[src/rtl/button_event_counter.sv]
// Multi-channel button front end: synchronizes and debounces raw button
// levels, produces press/release/auto-repeat pulses per channel, and drives
// an up/down counter from channel 0 (up) and channel 1 (down).
module button_event_counter #(
  parameter int NUM_BTN         = 7,
  parameter int DEBOUNCE_CYCLES = 250000,
  parameter int REPEAT_DELAY    = 12500000,
  parameter int REPEAT_PERIOD   = 2500000,
  parameter int CNT_WIDTH       = 8,
  parameter int SATURATE        = 0
) (
  input  logic                 clk_i,
  input  logic                 rst_i,
  input  logic [NUM_BTN-1:0]   btn_in_i,
  output logic [NUM_BTN-1:0]   btn_db_o,
  output logic [NUM_BTN-1:0]   press_o,
  output logic [NUM_BTN-1:0]   release_o,
  output logic [NUM_BTN-1:0]   repeat_o,
  output logic [CNT_WIDTH-1:0] count_o
);

  localparam int DbW     = $clog2(DEBOUNCE_CYCLES + 1);
  localparam int TimeMax = (REPEAT_DELAY > REPEAT_PERIOD) ? REPEAT_DELAY : REPEAT_PERIOD;
  localparam int TimerW  = $clog2(TimeMax + 1);

  localparam logic [DbW-1:0]    DB_LAST     = DbW'(DEBOUNCE_CYCLES - 1);
  localparam logic [TimerW-1:0] DELAY_LAST  = TimerW'(REPEAT_DELAY - 1);
  localparam logic [TimerW-1:0] PERIOD_LAST = TimerW'(REPEAT_PERIOD - 1);

  typedef enum logic [1:0] {
    ST_IDLE,
    ST_DELAY,
    ST_REPEAT
  } rptState_e;

  logic [NUM_BTN-1:0] sync1_q;
  logic [NUM_BTN-1:0] sync2_q;
  logic [NUM_BTN-1:0] pressVec;
  logic [NUM_BTN-1:0] repeatVec;
  logic [CNT_WIDTH-1:0] count_q;
  logic up;
  logic down;

  // Two-flop synchronizer bringing the asynchronous button levels into clk_i
  always_ff @(posedge clk_i) begin
    if (rst_i) begin
      sync1_q <= '0;
      sync2_q <= '0;
    end else begin
      sync1_q <= btn_in_i;
      sync2_q <= sync1_q;
    end
  end

  for (genvar ch = 0; ch < NUM_BTN; ch++) begin : gChan
    logic [DbW-1:0]    dbCnt_q;
    logic [DbW-1:0]    dbCnt_d;
    logic              db_q;
    logic              db_d;
    logic              press_q;
    logic              press_d;
    logic              release_q;
    logic              release_d;
    logic              repeat_q;
    logic [TimerW-1:0] timer_q;
    rptState_e         state_q;

    // Debounce: count consecutive disagreeing samples, accept the new level
    // once it has disagreed for the full window, and flag the edge direction
    always_comb begin
      dbCnt_d   = '0;
      db_d      = db_q;
      press_d   = 1'b0;
      release_d = 1'b0;
      if (sync2_q[ch] != db_q) begin
        if (dbCnt_q == DB_LAST) begin
          db_d      = sync2_q[ch];
          press_d   = sync2_q[ch];
          release_d = ~sync2_q[ch];
        end else begin
          dbCnt_d = dbCnt_q + 1'b1;
        end
      end
    end

    // Register the debounced level and its edge pulses together so the pulse
    // lines up with the cycle the new level becomes visible
    always_ff @(posedge clk_i) begin
      if (rst_i) begin
        dbCnt_q   <= '0;
        db_q      <= 1'b0;
        press_q   <= 1'b0;
        release_q <= 1'b0;
      end else begin
        dbCnt_q   <= dbCnt_d;
        db_q      <= db_d;
        press_q   <= press_d;
        release_q <= release_d;
      end
    end

    // Auto-repeat FSM; looks at the next debounced level so a repeat can
    // never be emitted in the same cycle the button is seen released
    always_ff @(posedge clk_i) begin
      if (rst_i) begin
        state_q  <= ST_IDLE;
        timer_q  <= '0;
        repeat_q <= 1'b0;
      end else begin
        repeat_q <= 1'b0;
        if (!db_d) begin
          state_q <= ST_IDLE;
          timer_q <= '0;
        end else begin
          case (state_q)
            ST_IDLE: begin
              if (press_d) begin
                state_q <= ST_DELAY;
                timer_q <= '0;
              end
            end
            ST_DELAY: begin
              if (timer_q == DELAY_LAST) begin
                repeat_q <= 1'b1;
                timer_q  <= '0;
                state_q  <= ST_REPEAT;
              end else begin
                timer_q <= timer_q + 1'b1;
              end
            end
            ST_REPEAT: begin
              if (timer_q == PERIOD_LAST) begin
                repeat_q <= 1'b1;
                timer_q  <= '0;
              end else begin
                timer_q <= timer_q + 1'b1;
              end
            end
            default: begin
              state_q <= ST_IDLE;
              timer_q <= '0;
            end
          endcase
        end
      end
    end

    assign btn_db_o[ch]  = db_q;
    assign press_o[ch]   = press_q;
    assign release_o[ch] = release_q;
    assign repeat_o[ch]  = repeat_q;
    assign pressVec[ch]  = press_q;
    assign repeatVec[ch] = repeat_q;
  end

  assign up   = pressVec[0] | repeatVec[0];
  assign down = pressVec[1] | repeatVec[1];

  // Up/down counter; opposing events cancel, ends either wrap or clamp
  always_ff @(posedge clk_i) begin
    if (rst_i) begin
      count_q <= '0;
    end else if (up && !down) begin
      if ((count_q != '1) || (SATURATE == 0)) begin
        count_q <= count_q + 1'b1;
      end
    end else if (down && !up) begin
      if ((count_q != '0) || (SATURATE == 0)) begin
        count_q <= count_q - 1'b1;
      end
    end
  end

  assign count_o = count_q;

endmodule

[config.mk]
export PLATFORM = sky130hd
export DESIGN_NAME = button_event_counter
export DESIGN_NICKNAME = d
export VERILOG_FILES = /design/src/rtl/button_event_counter.sv
export SDC_FILE = /design/constraint.sdc
export NUM_CORES = 1
export LEC_CHECK = 0
export CORE_MARGIN = 1
export CORE_UTILIZATION = 60
export CTS_CLUSTER_SIZE = 10
export DETAILED_ROUTE_END_ITERATION = 8
export GPL_ROUTABILITY_DRIVEN = 0
export PLACE_DENSITY = 0.86
export SKIP_LAST_GASP = 1
export SLEW_MARGIN = 40
export SYNTH_ARGS = -nofsm -noshare
export SYNTH_HDL_FRONTEND = slang
export SYNTH_SLANG_ARGS = --single-unit
[constraint.sdc]
create_clock -name clk_i -period 3.85 [get_ports clk_i]
set_clock_uncertainty 0.1 [all_clocks]
set_input_delay 0.77 -clock clk_i [delete_from_list [all_inputs] [get_ports clk_i]]
set_output_delay 0.77 -clock clk_i [all_outputs]
set_load 0.03 [all_outputs]
Word-level counts from Yosys, hierarchy flattened. Index checks and enable logic that the tools add are counted.

Reduce and logical (&&, ||, !) cells: 40. Multiplexer cells: 100. Add/subtract/negate cells: 16. Bitwise logic cells: 37. Eq/ne operators: 56.

Operators with widths (number): 24-bit two-way mux (21); 24-bit case mux with 3 select lines (7); 24-bit by 1-bit adder with 24-bit output (second input constant) (7); 24-bit by 22-bit == test with 1-bit output (second input constant) (7); 24-bit == test (second input constant) (7); 18-bit by 1-bit adder with 18-bit output (second input constant) (7); 18-bit == test (second input constant) (7); 1-bit two-way mux (42); 2-bit case mux with 3 select lines (7); 3-bit OR reduction (14); 1-bit NOT (35); 2-bit two-way mux (14); 2-bit inequality test (second input constant) (14); 3-bit AND reduction (7); 8-bit two-way mux (2); 2-bit by 1-bit == test with 1-bit output (second input constant) (7); 2-bit == test (second input constant) (7); 2-bit logical NOT (7); 1-bit case mux with 2 select lines (7); 2-bit OR reduction (7); 8-bit by 1-bit adder with 8-bit output (second input constant) (1); 8-bit by 1-bit subtractor with 8-bit output (second input constant) (1); 1-bit inequality test (7); 1-bit logical AND (2); 3 further kinds (5).

Input port bits: 9. Bits in registers: 358. Output and inout bits: 36.

Depth between registers and ports, before layout.
Word-level depth: 5. Mapped depth: 12. Gate-level depth less buffers: 10.

Worst setup path after synthesis. Ideal clock, no wire load.

Path type: reg-to-reg. Start: register gChan[0].repeat_q. End: register count_q[7] (netlist: count_o[7]). Stages on the path, launching flop included: 11. Path buffers: 0. Setup time: 0.071 ns. Path slack: 1.116 ns. Data arrival time: 2.563 ns. Path through: dfxtp_1 > or2_2 > ha_1 > inv_1 > ha_1 > and3_1 > a221o_1 > o41ai_1 > xnor2_1 > or3_1 > a21oi_1.

Longest elaborated chain between the ends: 4. Elaborated cells between the ends (all ways): 6. Classes of those cells: mux: 1; bitwise: 1; reduce/logical: 4.

Ends and longest elaborated chain: from (decl) (RTL line 64) `logic repeat_q;`; from (signal assigned) (RTL line 108) `repeat_q <= 1'b0;`; from (signal assigned) (RTL line 110) `repeat_q <= 1'b0;`; from (signal assigned) (RTL line 124) `repeat_q <= 1'b1;`; 1-bit OR (*) (RTL line 156) `assign up = pressVec[0] | repeatVec[0];`; 1-bit logical NOT (RTL line 167) `end else if (down && !up) begin`; 1-bit logical AND (RTL line 167); 2-bit nonzero test (no source line); to (signal assigned) (RTL line 165) `count_q <= count_q + 1'b1;`; to (signal assigned) (RTL line 169) `count_q <= count_q - 1'b1;`; to (decl) (RTL line 40) `logic [CNT_WIDTH-1:0] count_q;`.

Every way passes the cells marked *; elsewhere a longest branch is shown, timed or not. A chain may end at the register's enable or synchronous reset.

Final worst setup path.
Start: register gChan[1].dbCnt_q[0]. End: register gChan[1].timer_q[21].

Longest elaborated chain between the ends: 5. Elaborated cells between the ends (all ways): 8. Classes of those cells: eq/ne: 2; mux: 4; bitwise: 1; reduce/logical: 1.

Ends and longest elaborated chain: from (decl) (RTL line 56) `logic [DbW-1:0] dbCnt_q;`; from (signal assigned) (RTL line 95) `dbCnt_q <= dbCnt_d;`; 18-bit == test (*) (RTL line 76) `if (dbCnt_q == DB_LAST) begin`; 1-bit two-way mux (RTL line 76); 1-bit two-way mux (RTL line 75) `if (sync2_q[ch] != db_q) begin`; 1-bit NOT (no source line); 2-bit OR reduction (no source line); to (signal assigned) (RTL line 128) `timer_q <= timer_q + 1'b1;`; to (signal assigned) (RTL line 136) `timer_q <= timer_q + 1'b1;`; to (decl) (RTL line 65) `logic [TimerW-1:0] timer_q;`.

Marks and branches as above.

==> results_dict.tcl <==
set metrics [dict create \
    worstPathArrival_ps 3370 \
    fin_nets 2088 \
    yosysMostFrequentCell "dfxtp_1" \
    min_period_ps 3080 \
    syn_inst 2020 \
    syn_nets 2079 \
    grt_overflow 0 \
    tightest_slew_ps 858 \
    grt_pass1_vias 13377 \
    root_buffer "clkbuf_16" \
    clock_sinks 358 \
    critPathCaptureType "flop" \
    dp_slack_ps 899 \
    powerDensity_mw_per_mm2 380 \
    holdBufCountCts 0 \
    setup_viol 0 \
    grt_max_degree 31 \
    tns_ps 0 \
    ctsResizeCount 0 \
    row_count 61 \
    synth-edff-count 0 \
    worstSetupPathType "flop to flop" \
    synthArstFlopShare_pct 0 \
    fillers 2210 \
    fp.dieArea_mm2 0.0294 \
    diodes 0 \
    cts_setup_buffers 0 \
    clock_path_buffers 3 \
    cts_tree "yes" \
    setup_ws_ps 773 \
    grtUsageTotal_pct 24.3 \
    internal_power_mw 5.74 \
    combPwrFrac_pct 0.6 \
    holdPathEnd "gChan[1].dbCnt_q[0]" \
    yosysTopAreaCellShare_pct 41.5 \
    p_switching_mw 1.46 \
    grt_pass1_wl_mm 60.3 \
    worstRegToRegCells 9 \
    clkPwrFrac_pct 47.7 \
    numPortBuffers 44 \
    drt_iter0_drc 1091 \
    seq_area_frac_synth_pct 41.5 \
    run_status "completed" \
    cp_data_required_time_ps 4140 \
    drv_slew 0 \
    cts_buffers 42 \
    num_vias 14186 \
    routedWlPerCell_um 14.9 \
    hp-start "gChan[1].dbCnt_q[0]" \
    post_drt_via_cell_ratio 5.88 \
    multiInputGateArea_mm2 0.00942 \
    crit_path_start_kind "flop" \
    clk_pin_slew_worst_paths_ps 50 \
    synth_common_cells "dfxtp_1, nor2_1, xnor2_1, nand2_1, nand3_1" \
    die_h_um 172 \
    whs_path_depth 1 \
    finalPower_mw 7.20 \
    hp-class "flop to flop" \
    drc 0 \
    max-slew-margin-rel_pct 42.5 \
    dp_hpwl_mm 24.0 \
    firstDrtPassIters 6 \
    antenna_found_initial 0 \
    period_share_pct 79.9 \
    ant_nets 0 \
    max-cap-violations 0 \
    htreeDepth 2 \
    drt_wl_total_mm 35.9 \
    drive_gt1_share_pct 4.77 \
    irDropWorstVdd_uv 330 \
    io-pin-count 45 \
    rsz0062_at_grt "false" \
    placed_cell_area_mm2 0.0178 \
    fin_cells 2413 \
    ff2ff_setup_slack_ps 770 \
    final_cell_area_mm2 0.0189 \
    start_util_pct 61.6 \
    dp_cells 2363 \
    yosysWarnings 0 \
    leakagePower_nw 5.76 \
    r2r-end "gChan[1].timer_q[21]" \
    clock_latency_ps 530 \
    p_seq_share_pct 51.7 \
    whs_ps 340 \
    cp_max_fo 14 \
    syn_area_mm2 0.0173 \
    synth.distinct_cells 76 \
    die_w_um 172 \
    seq_area_mm2 0.00717 \
    swShare_pct 20.2 \
    timing.final.hold_violations 0 \
    max_freq_mhz 325 \
    core_mm2 0.0280 \
    fin_util_pct 67.6 \
    ys_ff_latch 358 \
    reg2reg_from "gChan[1].dbCnt_q[0]" \
    area_delta_synth_final_pct 9.71 \
    yosys.area.top_type "dfxtp_1" \
    synthFlopType "dfxtp_1" \
    synth_area_leaders "dfxtp_1, xnor2_1, nor2_1" \
    avgSynthCellArea_um2 8.54 \
]
## cells by family (layout without fill, tap and decap cells)
| kind of cell | count (synthesis) | in the layout | synth area share (%) |
|---|---|---|---|
| adders and majority gates | 50 | 50 | 3.67 |
| buffers and inverters | 147 | 162 | 4.02 |
| DFF | 358 | 358 | 41.5 |
| xor gates and xnor gates | 237 | 237 | 12.0 |
| muxes | 8 | 8 | 0.471 |
| and+or+nand+nor | 1030 | 1030 | 31.1 |
| AOI/OAI and AO/OA | 190 | 190 | 7.18 |
## placed cells by master (no fill, tap or decap), types with 15 or more instances in the layout
cell | Yosys | final
nor3_1 | 79 | 79
or4_1 | 18 | 18
nor2b_1 | 20 | 20
xnor2_1 | 143 | 143
o21ai_0 | 26 | 26
nand2_1 | 134 | 134
clkbuf_16 | 0 | 43
nor4_1 | 55 | 55
and3_1 | 53 | 53
clkdlybuf4s50_1 | 0 | 43
nor4b_1 | 27 | 27
nand4_1 | 78 | 78
dfxtp_1 | 358 | 358
nand3_1 | 116 | 116
a31oi_1 | 15 | 15
inv_1 | 53 | 53
xor2_1 | 94 | 94
nor2_1 | 320 | 320
and4_1 | 17 | 17
or3_1 | 20 | 20
a21oi_1 | 61 | 61
ha_1 | 49 | 49
## flip-flops by register name, indices dropped and copies added, names as in the netlist
signal / count
sync2_q: 7
gChan.state_q: 14
count_o: 8
gChan.repeat_q: 7
sync1_q: 7
gChan.db_q: 7
gChan.timer_q: 168
gChan.press_q: 7
gChan.release_q: 7
gChan.dbCnt_q: 126
## power groups by stage
stage	sequential [mW]	clock, mW	combinational (mW)
2_1_floorplan	3.80	0	0.0264
3_3_place_gp	3.80	0	0.0450
3_5_place_dp	3.80	0	0.0465
4_1_cts	3.72	3.50	0.0467
5_1_grt	3.72	3.65	0.0515
6_report	3.72	3.43	0.0467
## layout make-up
type,count,area share [%]
Timing Repair Buffer,57,2.81
Clock inverter,2,0.0859
Multi-Input combinational cell,1515,49.8
Sequential cell,358,37.8
Tap cell,378,2.50
Inverter,55,1.10
Clock buffer,48,5.89
## routing by layer
layer / vias to the layer above / GRT usage, % / wire length (um)
met5: - / 0 / 0
met4: 0 / 8.73 / 888
met3: 81 / 4.35 / 1860
met2: 369 / 42.1 / 17300
met1: 6657 / 29.9 / 15800
li1: 7079 / - / -
## worst max path at each step
stage / start / to / slack [ps]
6_report: gChan[1].dbCnt_q[0] / gChan[1].timer_q[21] / 770
5_1_grt: gChan[1].dbCnt_q[0] / gChan[1].timer_q[13] / 490
4_1_cts: gChan[1].dbCnt_q[0] / gChan[1].timer_q[7] / 890
3_5_place_dp: gChan[0].repeat_q / count_o[7] / 900
3_3_place_gp: gChan[0].repeat_q / count_o[7] / 910
2_1_floorplan: gChan[0].repeat_q / count_o[7] / 1120
## worst max-delay path: stages (launching register included)
cell      delay (ps)
dfxtp_1          340
ha_1             230
nand3_1          140
or4_1            640
o21ai_0          360
and2_1           190
or2_1            270
clkinv_2         240
o21ai_2          300
nor2_1           120
No activity file was read; power rests on OpenSTA's default activity.
